**config.mk**
```make
export PLATFORM = sky130hd
export DESIGN_NAME = control_unit
export DESIGN_NICKNAME = d
export VERILOG_FILES = /design/src/rtl/control_unit.sv
export SDC_FILE = /design/constraint.sdc
export NUM_CORES = 1
export LEC_CHECK = 0
export CELL_PAD_IN_SITES_DETAIL_PLACEMENT = 0
export CELL_PAD_IN_SITES_GLOBAL_PLACEMENT = 2
export CORE_MARGIN = 10
export CORE_UTILIZATION = 27
export CTS_CLUSTER_DIAMETER = 60
export DETAILED_ROUTE_END_ITERATION = 7
export PLACE_DENSITY_LB_ADDON = 0.1
export REMOVE_ABC_BUFFERS = 1
export SLEW_MARGIN = 20
export SYNTH_ARGS = -nofsm -noshare
export SYNTH_HDL_FRONTEND = slang
export SYNTH_SLANG_ARGS = --single-unit
export TNS_END_PERCENT = 5
```
**constraint.sdc**
```tcl
create_clock -name CLK -period 3.47 [get_ports CLK]
set_input_delay 0.694 -clock CLK [delete_from_list [all_inputs] [get_ports CLK]]
set_output_delay 0.694 -clock CLK [all_outputs]
set_load 0.01 [all_outputs]
```
**src/rtl/control_unit.sv**
```systemverilog
// Two-state fetch/execute controller: latches an instruction word, decodes it for one cycle, advances PC.
// Optional jump/beq support is compiled in with the BRANCH_EN macro; without it opcodes 0x06/0x07 are illegal NOPs.
module control_unit #(
  parameter int unsigned PC_STEP = 4
) (
  input  logic        CLK,
  input  logic        RESET,
  input  logic [31:0] INSTRUCTION,
  input  logic        INSTR_BUSYWAIT,
  input  logic        ALU_ZERO,
  output logic [31:0] PC,
  output logic        INSTR_READ,
  output logic        WRITE,
  output logic [2:0]  INADDRESS,
  output logic [2:0]  OUT1ADDRESS,
  output logic [2:0]  OUT2ADDRESS,
  output logic [7:0]  IMMEDIATE,
  output logic [2:0]  ALUOP,
  output logic        IMM_SEL,
  output logic        NEG_SEL,
  output logic        ILLEGAL
);

`ifdef BRANCH_EN
  localparam bit BranchEn = 1'b1;
`else
  localparam bit BranchEn = 1'b0;
`endif

  typedef enum logic {FETCH, EXECUTE} state_t;

  state_t      state_q, state_d;
  logic [31:0] pc_q, pc_d;
  logic [31:0] ir_q, ir_d;
  logic        taken;
  logic [31:0] br_off;
  logic        unused_ir;

  // Branch offset is a signed word count relative to the sequential successor.
  assign br_off      = {{22{ir_q[23]}}, ir_q[23:16], 2'b00};
  assign unused_ir   = ^ir_q[15:11];

  assign PC          = pc_q;
  assign INADDRESS   = ir_q[18:16];
  assign OUT1ADDRESS = ir_q[10:8];
  assign OUT2ADDRESS = ir_q[2:0];
  assign IMMEDIATE   = ir_q[7:0];

  always_ff @(posedge CLK or posedge RESET) begin
    if (RESET) begin
      state_q <= FETCH;
      pc_q    <= 32'd0;
      ir_q    <= 32'd0;
    end else begin
      state_q <= state_d;
      pc_q    <= pc_d;
      ir_q    <= ir_d;
    end
  end

  always_comb begin
    state_d    = state_q;
    pc_d       = pc_q;
    ir_d       = ir_q;
    taken      = 1'b0;
    INSTR_READ = 1'b0;
    WRITE      = 1'b0;
    ALUOP      = 3'b000;
    IMM_SEL    = 1'b0;
    NEG_SEL    = 1'b0;
    ILLEGAL    = 1'b0;
    case (state_q)
      FETCH: begin
        INSTR_READ = 1'b1;
        if (!INSTR_BUSYWAIT) begin
          ir_d    = INSTRUCTION;
          state_d = EXECUTE;
        end
      end
      EXECUTE: begin
        state_d = FETCH;
        case (ir_q[31:24])
          8'h00: begin WRITE = 1'b1; IMM_SEL = 1'b1; end
          8'h01: WRITE = 1'b1;
          8'h02: begin WRITE = 1'b1; ALUOP = 3'b001; end
          8'h03: begin WRITE = 1'b1; ALUOP = 3'b001; NEG_SEL = 1'b1; end
          8'h04: begin WRITE = 1'b1; ALUOP = 3'b010; end
          8'h05: begin WRITE = 1'b1; ALUOP = 3'b011; end
          8'h06: begin
            if (BranchEn) taken = 1'b1;
            else          ILLEGAL = 1'b1;
          end
          8'h07: begin
            if (BranchEn) begin
              ALUOP   = 3'b001;
              NEG_SEL = 1'b1;
              taken   = ALU_ZERO;
            end else begin
              ILLEGAL = 1'b1;
            end
          end
          default: ILLEGAL = 1'b1;
        endcase
        pc_d = pc_q + 32'(PC_STEP) + (taken ? br_off : 32'd0);
      end
      default: state_d = FETCH;
    endcase
    // Reset must silence the memory/register-file strobes before any edge arrives.
    if (RESET) begin
      INSTR_READ = 1'b0;
      WRITE      = 1'b0;
      IMM_SEL    = 1'b0;
      NEG_SEL    = 1'b0;
      ILLEGAL    = 1'b0;
    end
  end

endmodule

```
==> impl_metrics.toml, run 1 <==
[status]
status = "finished, final reports clean"

[clocking]
clkTransAtPathRegs_ns = 0.10
hold_buffers = 0
cts.repair.resized = 0
cts_tree = "yes"
clock_latency_ns = 0.30
numCtsBuffers = 5
h-tree-depth = 2
post-cts-setup-buffers = 0
cts.sinks = 53
cts-root-buf = "clkbuf_8"
cts_buffer_depth = 2

[pwr]
p_total_w = 0.00144
peakVddDrop_mv = 0.162
power.leakage_nw = 1.40
p_per_area_nw_per_um2 = 433

[yosys]
ys_top_cells_by_count = "53 x dfrtp_1, 22 x buf_4, 22 x mux2_2, 18 x xor2_1, 14 x nand2_1"
yosysMostFrequentCell = "dfrtp_1"
synth-seq-area-share_pct = 53.9
synth_cell_types = 26
synth_area_per_cell_um2 = 12.0
synth_top_area_share_pct = 53.9
syn_area_um2 = 2460
async_flop_share_pct = 100
ys_ff_latch = 53
ys_warn_count = 0
netlist_instances = 205
synth_area_leaders = "dfrtp_1 54%, mux2_2 10%, buf_4 6.7%, xor2_1 6.4%, xnor2_1 3.9%"
synth-edff-count = 0
synth_area_leader_cell = "dfrtp_1"
ys.flop_type = "dfrtp_1"

[die]
die_w_um = 115
dieArea_um2 = 13300
fp.dieH_um = 115
num_rows = 34
start_util_pct = 27.9
core_um2 = 8810
io_pins = 93

[grt]
grt.overflow.total = 0
grtUsageTotal_pct = 9.23
first_global_vias = 1764
grt_pass1_wl_um = 9780
antenna_found_initial = 0
grt_max_degree = 31

[timing]
setup_viol = 0
fin_crit_ns = 2.93
period_share_pct = 84.4
drv_slew = 0
hold_violations = 0
rsz0062_at_grt = "no"
fmax_ghz = 0.342
clock_skew_ns = 0.00954
setup_tns_ns = 0

[finish]
n_antenna_cell = 0
drive_gt1_share_pct = 14.4
instances_no_fill = 378
fill_cells = 876
fin_nets = 307
design_area_um2 = 3320
area_delta_synth_final_pct = 34.9

[placed_design]
postPlaceCellArea_um2 = 3230
io_buffer_count = 78
gp_congestion = 0.701
place_hpwl_um = 4480
dp.cells = 371

[setup_path]
crit_type = "reg -> out"
endpoint_kind = "primary output"
cp-start-kind = "register"
crit_arrival_ns = 2.23
cp_max_fo = 3
required_ns = 2.78

[route]
routed-via-count = 1644
wl_per_cell_um = 15.6
remaining_drc_errors = 0
drt_iter0_markers = 28
antenna_left = 0
dr.pass1.iters = 4
drt-vias-per-instance = 4.35
routed_wl_um = 5900

[job]
maxCapViolCount = 0

[min_path]
hp-class = "reg -> reg"
layout make-up:
cell class | instances | area, µm² | area share (%)
clock buffer | 6 | 82.6 | 2.49
clock inverter | 1 | 7.51 | 0.226
inverter | 5 | 18.8 | 0.566
multi-input combinational | 124 | 943 | 28.4
sequential | 53 | 1330 | 40.0
tap | 108 | 135 | 4.07
timing repair buffer | 81 | 803 | 24.2
state kept, by name, indices dropped and copies added, names as in the netlist:
register,cells
ir_q,22
state_q,1
PC,30
through the flow:
stage / hold WS [ns] / util [%] / setup WS [ns]
floorplan: 0.481 / - / 0.343
global placement: 0.457 / 36.6 / 0.692
detailed placement: 0.467 / 36.6 / 0.682
CTS: 0.486 / 37.7 / 0.495
global route: 0.506 / 37.7 / 0.256
finish: 0.476 / 37.7 / 0.543
worst max-delay path: stages, from the launching register on:
cell             delay [ns]
dfrtp_1                0.40
nor4_1                 0.37
nand3b_1               0.18
nand2b_1               0.21
nor4_1                 0.19
clkdlybuf4s50_1        0.60
cells in the final DEF (no fill, tap or decap):
cell type and n:
nand3_2 2, nand3b_1 3, buf_4 3, nor3_1 8
clkinvlp_4 1, nor4_1 5, xor2_1 18, a21oi_1 2
nand3_1 6, nor2_1 6, inv_2 1, nand2_1 14
clkbuf_8 6, ha_1 1, xnor2_1 11, nand2b_1 2
nor2_2 1, clkdlybuf4s50_1 78, conb_1 3, dfrtp_1 53
and4_1 6, nand4_1 4, mux2_2 22, nor4_2 2
nand4_4 1, nor3b_1 3, inv_1 4, and2_1 1
o21ai_0 1, and3_1 2
logic make-up (layout without fill, tap and decap cells):
family,after synthesis,in the layout,share of synthesized area (%)
AND/OR/NAND/NOR,66,66,16.3
buffers and inverters,30,93,8.09
adder cells (fa/ha/maj),1,1,0.509
AO/OA/AOI/OAI,3,3,0.611
multiplexers,22,22,10.1
other,1,3,0.153
flip-flops,53,53,53.9
XOR/XNOR,29,29,10.3
path summary, 6_finish.rpt:
check	from	to	slack, ns	cells past startpoint
min	PC[31]	PC[31]	0.48	1
min in group asynchronous	RESET	ir_q[2]	0.82	3
max reg2reg	state_q	PC[23]	1.67	4
max in group asynchronous	RESET	PC[19]	2.32	3
max	ir_q[27]	IMM_SEL	0.54	5
min reg2reg	PC[31]	PC[31]	0.48	1
power by group:
| group | switching [W] | internal (W) |
|---|---|---|
| sequential | 0.0000679 | 0.000689 |
| clock | 0.000202 | 0.000158 |
| combinational | 0.000122 | 0.000197 |
| total | 0.000391 | 0.00104 |
layer usage:
layer / up-vias / global-route usage, % / wire length [µm]
li1: 804 / - / -
met1: 786 / 11.7 / 2600
met2: 50 / 14.1 / 2700
met3: 4 / 4.08 / 567
met4: 0 / 2.28 / 30
met5: - / 0 / 0
Note: power is estimated with default switching activity, not from simulation.
==> run 2: changes to the inputs <==
==> constraint.sdc (replaced) <==
create_clock -name CLK -period 2.9 [get_ports CLK]
set_input_delay 0.58 -clock CLK [delete_from_list [all_inputs] [get_ports CLK]]
set_output_delay 0.58 -clock CLK [all_outputs]
set_load 0.01 [all_outputs]
==> run 2 against run 1 <==
Effect of this change:
- sequential power rose by 20%
- clock skew fell by 0.0046 ns
- cell count fell by 0.26%
- total power rose by 19%
- worst setup slack got worse by 0.34 ns
- combinational power rose by 19%
- core utilization barely moved
- critical path type unchanged
- largest cell class unchanged
- largest power group unchanged
==> impl_metrics.toml, run 2 (synthesized netlist as in run 1, its figures left out) <==
[route]
drt-vias-per-instance = 4.31
routed-via-count = 1623
antenna_left = 0
dr.pass1.iters = 4
wl_per_cell_um = 15.9
routed_wl_um = 6010
remaining_drc_errors = 0
drt_iter0_markers = 51

[setup_path]
timing.rr.start = "state_q"
endpoint_kind = "primary output"
r2r-end = "PC[23]"
crit_type = "reg -> out"
cp-start-kind = "register"
cp_max_fo = 3
slowest_stage = "clkdlybuf4s50_1"
cp_cell_sequence = "nor4_2 > nand3b_1 > nand2b_1 > nor3_1 > clkdlybuf4s50_1"
max_stage_delay_ns = 0.57
rrSetupSlack_ns = 1.13
crit_arrival_ns = 2.11
r2r_cells = 4
required_ns = 2.32

[placed_design]
place_hpwl_um = 4440
io_buffer_count = 78
gp_congestion = 0.713
postPlaceCellArea_um2 = 3220
dp.cells = 370

[timing]
fmax_ghz = 0.371
setup_viol = 0
tightest_slew_ns = 0.660
drv_slew = 0
setup_tns_ns = 0
rsz0062_at_grt = "no"
relSlewSlack_pct = 56.0
clock_skew_ns = 0.00499
fin_crit_ns = 2.69
period_share_pct = 92.9
hold_violations = 0

[grt]
grt_pass1_wl_um = 9650
grt_max_degree = 50
first_global_vias = 1714
grt.overflow.total = 0
antenna_found_initial = 0
grtUsageTotal_pct = 9.21

[finish]
final_common_cell = "clkdlybuf4s50_1"
largest_register_ffs = 30
n_antenna_cell = 0
utilization_pct = 37.6
instances_no_fill = 377
most-common-layout-cells = "77 x clkdlybuf4s50_1, 53 x dfrtp_1, 22 x mux2_2"
drive_gt1_share_pct = 14.1
area_delta_synth_final_pct = 34.8
fin_nets = 306
design_area_um2 = 3310

[pwr]
power_switching_w = 0.000461
power_frac_seq_pct = 52.9
pwr-share-comb_pct = 22.3
power.leakage_nw = 1.42
internal-power_w = 0.00125
peakVddDrop_mv = 0.174
clkPwrFrac_pct = 24.8
p_per_area_nw_per_um2 = 516
p_sw_share_pct = 26.9

[min_path]
hold_path_end = "PC[31]"
hp-class = "reg -> reg"
hp-start = "PC[31]"
whs_path_depth = 1

[die]
num_rows = 34
die_w_um = 115
io_pins = 93
start_util_pct = 27.9
dieArea_um2 = 13300
core_um2 = 8810
fp.dieH_um = 115

[clocking]
cts.sinks = 53
h-tree-depth = 2
cts_buffer_depth = 2
cts_tree = "yes"
clkTransAtPathRegs_ns = 0.09
hold_buffers = 0
cts-root-buf = "clkbuf_8"
clock_latency_ns = 0.30
numCtsBuffers = 5

[job]
maxCapViolCount = 0

[status]
status = "finished, final reports clean"
-- run 2: changes by cell type in the layout (fill, tap and decap cells not counted), sizes merged --
cell	change
clkinvlp	-1
buf	-1
dlymetal6s2s	+1
clkdlybuf4s50	-1
clkbuf	+1
-- run 2: per-stage QoR --
step,hold WS (ns),total power [W],worst slack (ns)
final,0.474,0.00171,0.205
after global placement,0.457,0.00131,0.260
after CTS,0.478,0.00175,0.00628
after floorplan,0.481,0.00107,0.00137
after detailed placement,0.461,0.00131,0.234
after global routing,0.503,0.00182,0.0213
-- run 2: worst max path at each step --
stage                  start  endpoint  depth (start not counted)
floorplan              RESET   IMM_SEL                          3
global placement       RESET   IMM_SEL                          5
detailed placement     RESET   IMM_SEL                          5
CTS                 ir_q[27]   IMM_SEL                          5
global route        ir_q[27]   NEG_SEL                          5
finish              ir_q[27]   NEG_SEL                          5
-- run 2: cell type report --
class | instances | area (µm²)
Timing Repair Buffer | 80 | 798
Sequential cell | 53 | 1330
Tap cell | 108 | 135
Inverter | 5 | 18.8
Fill cell | 880 | 5490
Multi-Input combinational cell | 124 | 950
Clock buffer | 7 | 86.3
-- run 2: power by group through the flow --
stage | Sequential (W) | Clock, W | Combinational (W)
CTS | 0.000906 | 0.000448 | 0.000393
detailed placement | 0.000921 | 0 | 0.000392
floorplan | 0.000942 | 0 | 0.000127
finish | 0.000906 | 0.000425 | 0.000381
global route | 0.000923 | 0.000477 | 0.000418
global placement | 0.000920 | 0 | 0.000387
-- run 2: what timing repair did --
action | CTS | global route
setup buffers | 0 | 0
endpoints found under the setup margin | 0 | 3
resized for setup | 0 | 2
-- run 2: critical path, delay by kind of cell, from the launching register on --
family / cells / cell delay [ns]
DFF: 1 / 0.40
buffers and inverters: 1 / 0.57
and+or+nand+nor: 4 / 0.83
-- run 2: metal layers --
metal | track usage [%] | wire length (µm)
met2 | 13.5 | 2620
met4 | 3.38 | 82
met1 | 11.9 | 2780
met5 | 0 | 0
met3 | 3.88 | 525
